<file path="src/rtl/seq_core.sv">
// seq_core: multi-cycle 4-register core with ZNC flags, PC-relative branches and
// handshaked fetch/output ports. Define CORE_MUL_EN to make opcode A a single-cycle MUL.
`timescale 1ns/1ps
module seq_core #(
  parameter int DATA_W = 16,
  parameter int PC_W   = 8
) (
  input  logic              clk,
  input  logic              rst,
  output logic              imem_req,
  output logic [PC_W-1:0]   imem_addr,
  input  logic              imem_valid,
  input  logic [15:0]       imem_data,
  output logic              out_valid,
  output logic [DATA_W-1:0] out_data,
  input  logic              out_ready,
  output logic [2:0]        znc,
  output logic              halted,
  output logic [PC_W-1:0]   pc
);

  typedef enum logic [1:0] {FETCH, EXEC, OUTW, HALT} state_t;

  localparam logic [3:0] OP_LDI = 4'h1, OP_MOV = 4'h2, OP_ADD = 4'h3, OP_SUB = 4'h4,
                         OP_AND = 4'h5, OP_OR  = 4'h6, OP_XOR = 4'h7, OP_SHL = 4'h8,
                         OP_SHR = 4'h9, OP_MUL = 4'hA, OP_BRZ = 4'hB, OP_BRC = 4'hC,
                         OP_JMP = 4'hD, OP_OUT = 4'hE, OP_HLT = 4'hF;

  state_t              state_reg, state_next;
  logic [15:0]         ir_reg;
  logic [PC_W-1:0]     pc_reg;
  logic [DATA_W-1:0]   regs_reg [4];
  logic [2:0]          znc_reg;
  logic [DATA_W-1:0]   out_data_reg;

  logic [3:0]          op;
  logic [1:0]          rd, rs;
  logic [7:0]          imm8;
  logic [DATA_W-1:0]   rd_val, rs_val, imm_data;
  logic [PC_W-1:0]     imm_pc;
  logic [DATA_W:0]     add_full, sub_full;
  logic [DATA_W-1:0]   alu_res;
  logic                alu_c, reg_wr, flag_wr, br_take;
  logic [3:0]          rf_we;

  assign op   = ir_reg[15:12];
  assign rd   = ir_reg[11:10];
  assign rs   = ir_reg[9:8];
  assign imm8 = ir_reg[7:0];

  assign rd_val   = regs_reg[rd];
  assign rs_val   = regs_reg[rs];
  assign imm_data = DATA_W'(signed'(imm8));
  assign imm_pc   = PC_W'(signed'(imm8));

  // The extra top bit of the subtraction is the unsigned borrow.
  assign add_full = {1'b0, rd_val} + {1'b0, rs_val};
  assign sub_full = {1'b0, rd_val} - {1'b0, rs_val};

`ifdef CORE_MUL_EN
  logic [2*DATA_W-1:0] mul_full;
  assign mul_full = rd_val * rs_val;
`endif

  always_comb begin
    alu_res = rd_val;
    alu_c   = znc_reg[0];
    reg_wr  = 1'b0;
    flag_wr = 1'b0;
    case (op)
      OP_LDI: begin alu_res = imm_data; reg_wr = 1'b1; end
      OP_MOV: begin alu_res = rs_val;   reg_wr = 1'b1; end
      OP_ADD: begin {alu_c, alu_res} = add_full; reg_wr = 1'b1; flag_wr = 1'b1; end
      OP_SUB: begin {alu_c, alu_res} = sub_full; reg_wr = 1'b1; flag_wr = 1'b1; end
      OP_AND: begin alu_res = rd_val & rs_val; alu_c = 1'b0; reg_wr = 1'b1; flag_wr = 1'b1; end
      OP_OR:  begin alu_res = rd_val | rs_val; alu_c = 1'b0; reg_wr = 1'b1; flag_wr = 1'b1; end
      OP_XOR: begin alu_res = rd_val ^ rs_val; alu_c = 1'b0; reg_wr = 1'b1; flag_wr = 1'b1; end
      OP_SHL: begin
        alu_res = {rd_val[DATA_W-2:0], 1'b0};
        alu_c   = rd_val[DATA_W-1];
        reg_wr  = 1'b1;
        flag_wr = 1'b1;
      end
      OP_SHR: begin
        alu_res = {1'b0, rd_val[DATA_W-1:1]};
        alu_c   = rd_val[0];
        reg_wr  = 1'b1;
        flag_wr = 1'b1;
      end
`ifdef CORE_MUL_EN
      OP_MUL: begin
        alu_res = mul_full[DATA_W-1:0];
        alu_c   = |mul_full[2*DATA_W-1:DATA_W];
        reg_wr  = 1'b1;
        flag_wr = 1'b1;
      end
`endif
      default: ;
    endcase
  end

  assign br_take = ((op == OP_BRZ) && znc_reg[2]) ||
                   ((op == OP_BRC) && znc_reg[0]) ||
                   (op == OP_JMP);

  for (genvar gi = 0; gi < 4; gi++) begin : g_rf_we
    assign rf_we[gi] = (state_reg == EXEC) && reg_wr && (rd == 2'(gi));
  end

  // State register
  always_ff @(posedge clk or posedge rst) begin
    if (rst) state_reg <= FETCH;
    else     state_reg <= state_next;
  end

  // Next-state logic
  always_comb begin
    state_next = state_reg;
    case (state_reg)
      FETCH: if (imem_valid) state_next = EXEC;
      EXEC: begin
        if (op == OP_OUT)      state_next = OUTW;
        else if (op == OP_HLT) state_next = HALT;
        else                   state_next = FETCH;
      end
      OUTW:  if (out_ready) state_next = FETCH;
      HALT:  state_next = HALT;
      default: state_next = FETCH;
    endcase
  end

  // Outputs; fetch request is masked by reset itself so it drops immediately.
  always_comb begin
    imem_req  = (state_reg == FETCH) && !rst;
    out_valid = (state_reg == OUTW);
    halted    = (state_reg == HALT);
  end

  assign imem_addr = pc_reg;
  assign pc        = pc_reg;
  assign znc       = znc_reg;
  assign out_data  = out_data_reg;

  // pc already points past the branch when EXEC runs, so offsets are relative to it.
  always_ff @(posedge clk or posedge rst) begin
    if (rst) begin
      pc_reg       <= '0;
      ir_reg       <= '0;
      znc_reg      <= 3'b000;
      out_data_reg <= '0;
    end else begin
      if ((state_reg == FETCH) && imem_valid) begin
        ir_reg <= imem_data;
        pc_reg <= pc_reg + 1'b1;
      end
      if (state_reg == EXEC) begin
        if (br_take) pc_reg <= pc_reg + imm_pc;
        if (flag_wr) znc_reg <= {(alu_res == '0), alu_res[DATA_W-1], alu_c};
        if (op == OP_OUT) out_data_reg <= rd_val;
      end
    end
  end

  always_ff @(posedge clk or posedge rst) begin
    if (rst) begin
      for (int i = 0; i < 4; i++) regs_reg[i] <= '0;
    end else begin
      for (int i = 0; i < 4; i++)
        if (rf_we[i]) regs_reg[i] <= alu_res;
    end
  end

endmodule
</file>
<file path="config.mk">
export PLATFORM = sky130hd
export DESIGN_NAME = seq_core
export DESIGN_NICKNAME = d
export VERILOG_FILES = /design/src/rtl/seq_core.sv
export SDC_FILE = /design/constraint.sdc
export NUM_CORES = 1
export LEC_CHECK = 0
export ABC_AREA = 1
export CAP_MARGIN = 0
export CORE_UTILIZATION = 52
export CTS_CLUSTER_DIAMETER = 60
export DETAILED_ROUTE_END_ITERATION = 16
export PLACE_DENSITY = 0.82
export SLEW_MARGIN = 20
export SYNTH_ARGS = -nofsm -noshare
export SYNTH_HDL_FRONTEND = slang
export SYNTH_SLANG_ARGS = --single-unit
</file>
<file path="constraint.sdc">
create_clock -name clk -period 3.4 [get_ports clk]
set_input_delay 0.51 -clock clk [delete_from_list [all_inputs] [get_ports clk]]
set_output_delay 0.51 -clock clk [all_outputs]
set_load 0.1 [all_outputs]
</file>
==> out/results.txt, run 1 <==
Outcome = complete, no violations
Layout area overhead = 15.5%
Max Cap Viol = 0
Yosys reg bits = 109
Worst Skew = 12.1 ps
Die Ht = 134 µm
Via count = 9827
Critical Path Sink Type = flip-flop
Num CTS Buffers = 9
Setup Viol. Count Final = 0
# fillers = 1602
Hold Vio Cnt, Final = 0
Gr usage total = 33.9%
Die width = 134 µm
CP max-delay cell = dfrtp_1
Synth cell count leaders = 563 x nand2_1, 164 x inv_1, 138 x nand3_1
Yosys warning total = 0
CTS sink count = 109
Routed Antenna Nets = 0
Largest net degree at the start of global routing = 47
Critical path arrival = 3470 ps
Dpl hpwl = 22.6 mm
Sequential-to-total area share from yosys stat = 30.1%
Core area = 16800 µm²
Slew HR = 32.4%
Number of synthesized flops with an enable pin = 0
Post-CTS Setup Bufs = 0
Min Tclk post-route = 3230 ps
Final Instance Area = 10500 µm²
CP delay by family, top = simple AND/OR/NAND/NOR gates
Fmax = 310 MHz
CTS tree = yes
Number of global-route vias before repair = 9092
Routed WL = 29.3 mm
Adder-cell area share of the yosys netlist = 8.66%
IO Pins = 58
Root Buffer = clkbuf_16
Sequential cell area = 2730 µm²
Worst hold path class = flip-flop to flip-flop
Critical path, cell by cell = buf_4 -> nand2_2 -> inv_1 -> buf_4 -> nand2_1 -> nand3_1 -> inv_1 -> ha_1 -> buf_4 -> a21oi_1 -> o21ai_0 -> nor2_1 -> nand3_1 -> nand3_1 -> nand4_1 -> buf_4 -> nand2_1 -> o21ai_0
Nets = 1616
Async SR Flop Fraction = 100%
Max-slew violations = 0
Cell Area, Synth = 9070 µm²
RSZ-0062 raised after global routing = true
CTS Buffer Depth = 2
Die Area = 18000 µm²
Launch point of the worst reg-to-reg path = ir_reg[10]$_DFFE_PP0P_
Ant. Diodes = 0
Required time worst endpoint = 3640 ps
Worst ir drop on vdd = 0.285 mV
DR WL/cell = 16.6 µm
Slowest Stage Delay on Critical Path = 390 ps
Yosys top cell by area = dfrtp_1
R2R Setup Slk = 170 ps
Post-Synth XOR/XNOR Area = 0.772%
Global-route wire length before repair = 47.4 mm
Synth Flop Type = dfrtp_1
Worst Tran Pin Value = 1010 ps
Most frequent cell after synthesis = nand2_1
PD cells = 231 nW/µm²
Most frequent CP cell = buf_4
Setup crit start kind = flip-flop
Rows = 47
PortBufs = 57
Mux contribution to synthesized area = 0%
Compound-Gate Fraction of Synth Area = 10.5%
Initial DRC count = 1023
Worst hold path cell count = 2
Area contributors post-synth = dfrtp_1 30%, nand2_1 23%, ha_1 8.0%
Distinct cell type count of the synthesized netlist = 36
Skew-Pair Late Insertion Delay = 360 ps
Post-Syn Area per Cell = 6.19 µm²
Gr ovfl total = 0
DR pass1 iterations = 5
RePlAce Congestion = 1.05
Area share of the largest cell type after synthesis = 30.1%
Area post-placement = 10100 µm²
Reg-to-Reg End = regs_reg[15]$_DFFE_PP0P_
Kind of critical path = flip-flop to flip-flop
Lkg Pwr = 0.00537 µW
Placed insts = 1744
Synthesized Nets = 1546
Fin crit share = 95.0%
Critical Path Fanout Max = 15
Cells after synthesis = 1465
# DRC = 0
Reg clk slew, reported paths = 80 ps
H-Tree Depth = 3
DR vias/cell = 5.58
WP buf/inv = 6
Initial antenna violation count = 0
Post-Synth Simple-Gate Area = 39.5%
Hold Path Origin = out_data[11]$_DFFE_PP0P_
Layout cells sized above 1 = 9.03%
Largest register FFs = 64
Initial core utilization = 54.0%
Post-route insts no fill = 1760
Worst R2R Path Depth = 18
Hold EP = out_data[11]$_DFFE_PP0P_
Largest family of logic cells by synthesized area = simple AND/OR/NAND/NOR gates
Multi-input combinational cell area = 5490 µm²
-- cell usage in the layout (no fill, tap or decap), types with 3 or more instances in the layout --
cell and instances:
nor2_2 10, o211ai_1 4, nand3_1 138, dfrtp_1 107, nor2_4 4, inv_1 160
clkbuf_16 9, nor3_1 7, buf_4 62, xor2_1 4, fa_1 3, nand2_2 9
clkdlybuf4s50_1 54, xnor2_1 4, nand4_1 17, ha_2 10, inv_2 13, o21ai_1 20
nand3b_1 6, or2_2 4, nand2_1 557, o21ai_0 107, nor2_1 117, o22ai_1 3
ha_1 46, a21oi_1 35, o21bai_1 3
-- routing by layer --
| metal | part of all wire [%] | up-vias | global-route usage [%] |
|---|---|---|---|
| met2 | 44 | 496 | 51.4 |
| met4 | 3.8 | 0 | 13.5 |
| met5 | 0 | - | 0 |
| li1 | - | 4753 | - |
| met1 | 43 | 4494 | 48.2 |
| met3 | 9.5 | 84 | 5.37 |
-- how the worst max path moves through the flow --
stage	startpoint	slack, ps	to	cells past startpoint
3_3_place_gp	ir_reg[8]$_DFFE_PP0P_	120	znc[2]$_DFFE_PP0P_	23
6_report	ir_reg[10]$_DFFE_PP0P_	170	regs_reg[15]$_DFFE_PP0P_	18
5_1_grt	ir_reg[10]$_DFFE_PP0P_	-7	regs_reg[29]$_DFFE_PP0P_	19
3_5_place_dp	ir_reg[8]$_DFFE_PP0P_	60	znc[2]$_DFFE_PP0P_	23
2_1_floorplan	rst	20	imem_addr[0]$_DFF_PP0_	1
4_1_cts	ir_reg[8]$_DFFE_PP0P_	30	znc[2]$_DFFE_PP0P_	23
-- kinds of logic after synthesis --
logic type | after synthesis
fa+ha+maj | 61
buf+inv | 234
xor+xnor | 8
flops | 109
compound gates | 181
simple gates | 872
-- tightest hold or removal path, stage by stage, from the launching register on --
cell,delay (ps)
dfrtp_1,350
nand2_1,50
o21ai_0,60
-- power by group --
part           switching [µW]  internal [µW]  total, µW
registers                   0           1290       1290
clock network             554            516       1070
logic                    29.7           21.4       51.1
total                     583           1830       2420
-- cell type report --
type,instances,area share (%)
Clock inverter,7,0.621
Sequential cell,109,26.1
Inverter,176,6.35
Clock buffer,9,2.15
Multi-Input combinational cell,1122,52.4
Tap cell,220,2.63
Timing Repair Buffer,117,9.79
-- timing repair --
| item | in CTS | in global routing |
|---|---|---|
| resized for setup | 0 | 36 |
| hold buffers | 0 | 0 |
| setup endpoints to repair | 0 | 43 |
-- through the flow --
step           hold WS (ps)  TNS, ps  worst slack [ps]  power (µW)  util [%]
6_report                488        0               171        2420      62.3
5_1_grt                 522    -6.67             -6.67        2480      62.3
4_1_cts                 495        0              34.3        2440      61.7
3_5_place_dp            475        0              55.3        1370      60.0
3_3_place_gp            468        0               124        1370      60.0
2_1_floorplan           453        0              16.1        1340         -
Note: power is estimated with default switching activity, not from simulation.
==> run 2, diff against run 1 <==
CORE_MARGIN = 4   (was unset)
RECOVER_POWER = 25   (was unset)
==> run 2 against run 1 <==
Effect of this change:
- the flow now finishes with violations (capacitance limit, slew limit)
- sequential share of layout area is 0.18 points lower
- clock power hardly changed
- register-to-register slack improved by 20 ps
- clock-buffer cell count stayed put
- critical path depth shrank 1
- final cell count up 0.97%
- utilization shrank 0.90 points
- first-iteration DRC count decreased by 5.3%
- critical endpoint is now regs_reg[41]$_DFFE_PP0P_
==> out/results.txt, run 2 (synthesis results as in run 1) <==
Outcome = finished with violations (was complete, no violations)
Failing checks = capacitance limit, slew limit
RePlAce Congestion = 0.991 (was 1.05)
DR WL/cell = 16.8 µm (was 16.6 µm)
TNS Setup = 0 ps (unchanged)
Initial antenna violation count = 0 (unchanged)
Root Buffer = clkbuf_16 (unchanged)
Hold Vio Cnt, Final = 0 (unchanged)
H-Tree Depth = 3 (unchanged)
Largest register FFs = 64 (unchanged)
CTS Buffer Depth = 2 (unchanged)
Worst hold path class = flip-flop to flip-flop (unchanged)
Number of global-route vias before repair = 9108 (was 9092)
Nets = 1628 (was 1616)
CP delay by family, top = simple AND/OR/NAND/NOR gates (unchanged)
Rows = 48 (was 47)
DR pass1 iterations = 6 (was 5)
Initial DRC count = 969 (was 1023)
Die Area = 19600 µm² (was 18000 µm²)
Worst R2R Path Depth = 17 (was 18)
# hold bufs at CTS = 0 (unchanged)
Critical path arrival = 3500 ps (was 3470 ps)
CP Depth = 17 (was 18)
Max Cap Viol = 1 (was 0)
Crit path capture = regs_reg[41]$_DFFE_PP0P_ (was regs_reg[15]$_DFFE_PP0P_)
Largest net degree at the start of global routing = 59 (was 47)
Min Tclk post-route = 3210 ps (was 3230 ps)
PD cells = 232 nW/µm² (was 231 nW/µm²)
Routed Antenna Nets = 0 (unchanged)
Hold WS = 490 ps (was 488 ps)
Dpl hpwl = 23.4 mm (was 22.6 mm)
Area post-placement = 10200 µm² (was 10100 µm²)
CTS sink count = 109 (unchanged)
Ant. Diodes = 0 (unchanged)
Worst Skew = 15.2 ps (was 12.1 ps)
Core area = 17200 µm² (was 16800 µm²)
Die width = 140 µm (was 134 µm)
Lkg Pwr = 0.00544 µW (was 0.00537 µW)
PortBufs = 57 (unchanged)
Critical Path Fanout Max = 8 (was 15)
Final Instance Area = 10500 µm² (about the same)
Worst ir drop on vdd = 0.415 mV (was 0.285 mV)
Num CTS Buffers = 9 (unchanged)
CTS tree = yes (unchanged)
Initial core utilization = 52.8% (was 54.0%)
Fmax = 312 MHz (was 310 MHz)
Global-route wire length before repair = 48.2 mm (was 47.4 mm)
IO Pins = 58 (unchanged)
Required time worst endpoint = 3690 ps (was 3640 ps)
Setup crit start kind = flip-flop (unchanged)
Skew-Pair Late Insertion Delay = 370 ps (was 360 ps)
DR vias/cell = 5.51 (was 5.58)
Setup Viol. Count Final = 0 (unchanged)
Crit path from = ir_reg[9]$_DFFE_PP0P_ (was ir_reg[10]$_DFFE_PP0P_)
Gr ovfl total = 0 (unchanged)
Slew HR = -50.4% (was 32.4%)
# DRC = 0 (unchanged)
Layout area overhead = 16.2% (was 15.5%)
Reg clk slew, reported paths = 90 ps (was 80 ps)
Slowest Stage Delay on Critical Path = 490 ps (was 390 ps)
WP buf/inv = 4 (was 6)
Critical path, cell by cell = inv_1 -> buf_4 -> a21oi_1 -> o21ai_0 -> nand2_1 -> ha_1 -> nand2_1 -> nor2_1 -> nand3_1 -> nand4_1 -> nand3_1 -> nand2_1 -> nor2_1 -> nor2_1 -> buf_4 -> inv_1 -> o21ai_0 (was buf_4 -> nand2_2 -> inv_1 -> buf_4 -> nand2_1 -> nand3_1 -> inv_1 -> ha_1 -> buf_4 -> a21oi_1 -> o21ai_0 -> nor2_1 -> nand3_1 -> nand3_1 -> nand4_1 -> buf_4 -> nand2_1 -> o21ai_0)
Commonest non-fill, non-tap cell in the layout = nand2_1 (unchanged)
Max-slew violations = 58 (was 0)
Fin crit share = 94.4% (was 95.0%)
CP max-delay cell = ha_1 (was dfrtp_1)
Gr usage total = 30.7% (was 33.9%)
Launch point of the worst reg-to-reg path = ir_reg[9]$_DFFE_PP0P_ (was ir_reg[10]$_DFFE_PP0P_)
Layout cells sized above 1 = 8.76% (was 9.03%)
Critical Path Sink Type = flip-flop (unchanged)
Worst Tran Pin Value = 2250 ps (was 1010 ps)
Die Ht = 140 µm (was 134 µm)
Most frequent cells in the layout = 559 x nand2_1, 162 x inv_1, 138 x nand3_1 (was 557 x nand2_1, 160 x inv_1, 138 x nand3_1)
R2R Setup Slk = 190 ps (was 170 ps)
Kind of critical path = flip-flop to flip-flop (unchanged)
Routed WL = 29.9 mm (was 29.3 mm)
Reg-to-Reg End = regs_reg[41]$_DFFE_PP0P_ (was regs_reg[15]$_DFFE_PP0P_)
Via count = 9785 (was 9827)
==> run 2: cell count changes in the layout (fill, tap and decap cells not counted), sizes merged <==
cell,before,now
buf,63,75
clkdlybuf4s50,54,52
dlygate4sd3,0,2
clkinv,4,5
inv,178,177
==> run 2: report_power, final <==
part           total [µW]  switching [µW]  internal, µW
sequential           1300               0          1300
combinational        50.1            28.3          21.8
clock                1100             579           524
==> run 2: layout make-up <==
| type | instances | area (µm²) |
|---|---|---|
| inverter | 176 | 668 |
| multi-input combinational | 1122 | 5430 |
| timing repair buffer | 129 | 1130 |
| clock inverter | 7 | 77.6 |
| tap | 225 | 282 |
| clock buffer | 9 | 225 |
| fill | 1682 | 6630 |
| sequential | 109 | 2730 |
==> run 2: how the worst min path moves through the flow <==
stage | depth (start not counted) | from | slack (ps) | end
floorplan | 2 | regs_reg[23]$_DFFE_PP0P_ | 450 | regs_reg[23]$_DFFE_PP0P_
global placement | 2 | out_data[5]$_DFFE_PP0P_ | 470 | out_data[5]$_DFFE_PP0P_
detailed placement | 2 | out_data[8]$_DFFE_PP0P_ | 470 | out_data[8]$_DFFE_PP0P_
CTS | 2 | out_data[8]$_DFFE_PP0P_ | 490 | out_data[8]$_DFFE_PP0P_
global route | 2 | out_data[9]$_DFFE_PP0P_ | 520 | out_data[9]$_DFFE_PP0P_
finish | 2 | out_data[8]$_DFFE_PP0P_ | 490 | out_data[8]$_DFFE_PP0P_
==> run 2: repair_timing <==
action                                  CTS  global route
gates resized for setup                   0            23
endpoints found under the setup margin    0            41
setup buffers                             0             0
==> run 2: per-stage QoR <==
stage / power [µW] / util [%] / setup WS [ps] / instances
final: 2450 / 61.4 / 190 / 1777
after global routing: 2520 / 61.4 / -1.20 / 1777
after CTS: 2460 / 61.1 / 30.9 / 1777
after detailed placement: 1370 / 59.4 / 80.7 / 1761
after global placement: 1370 / 59.4 / 188 / 1761
after floorplan: 1340 / - / 16.1 / 1465
==> run 2: tightest hold or removal path, cell delays in order (launching register included) <==
cell and delay, ps:
dfrtp_1 350, nand2_1 50, o21ai_0 60
==> run 2: metal layers <==
metal	share of wire, %	track usage, %	vias up
met5	0	0	-
met2	44	48.2	430
met3	7.7	4.61	65
li1	-	-	4782
met4	2.5	7.60	0
met1	45	44.7	4508
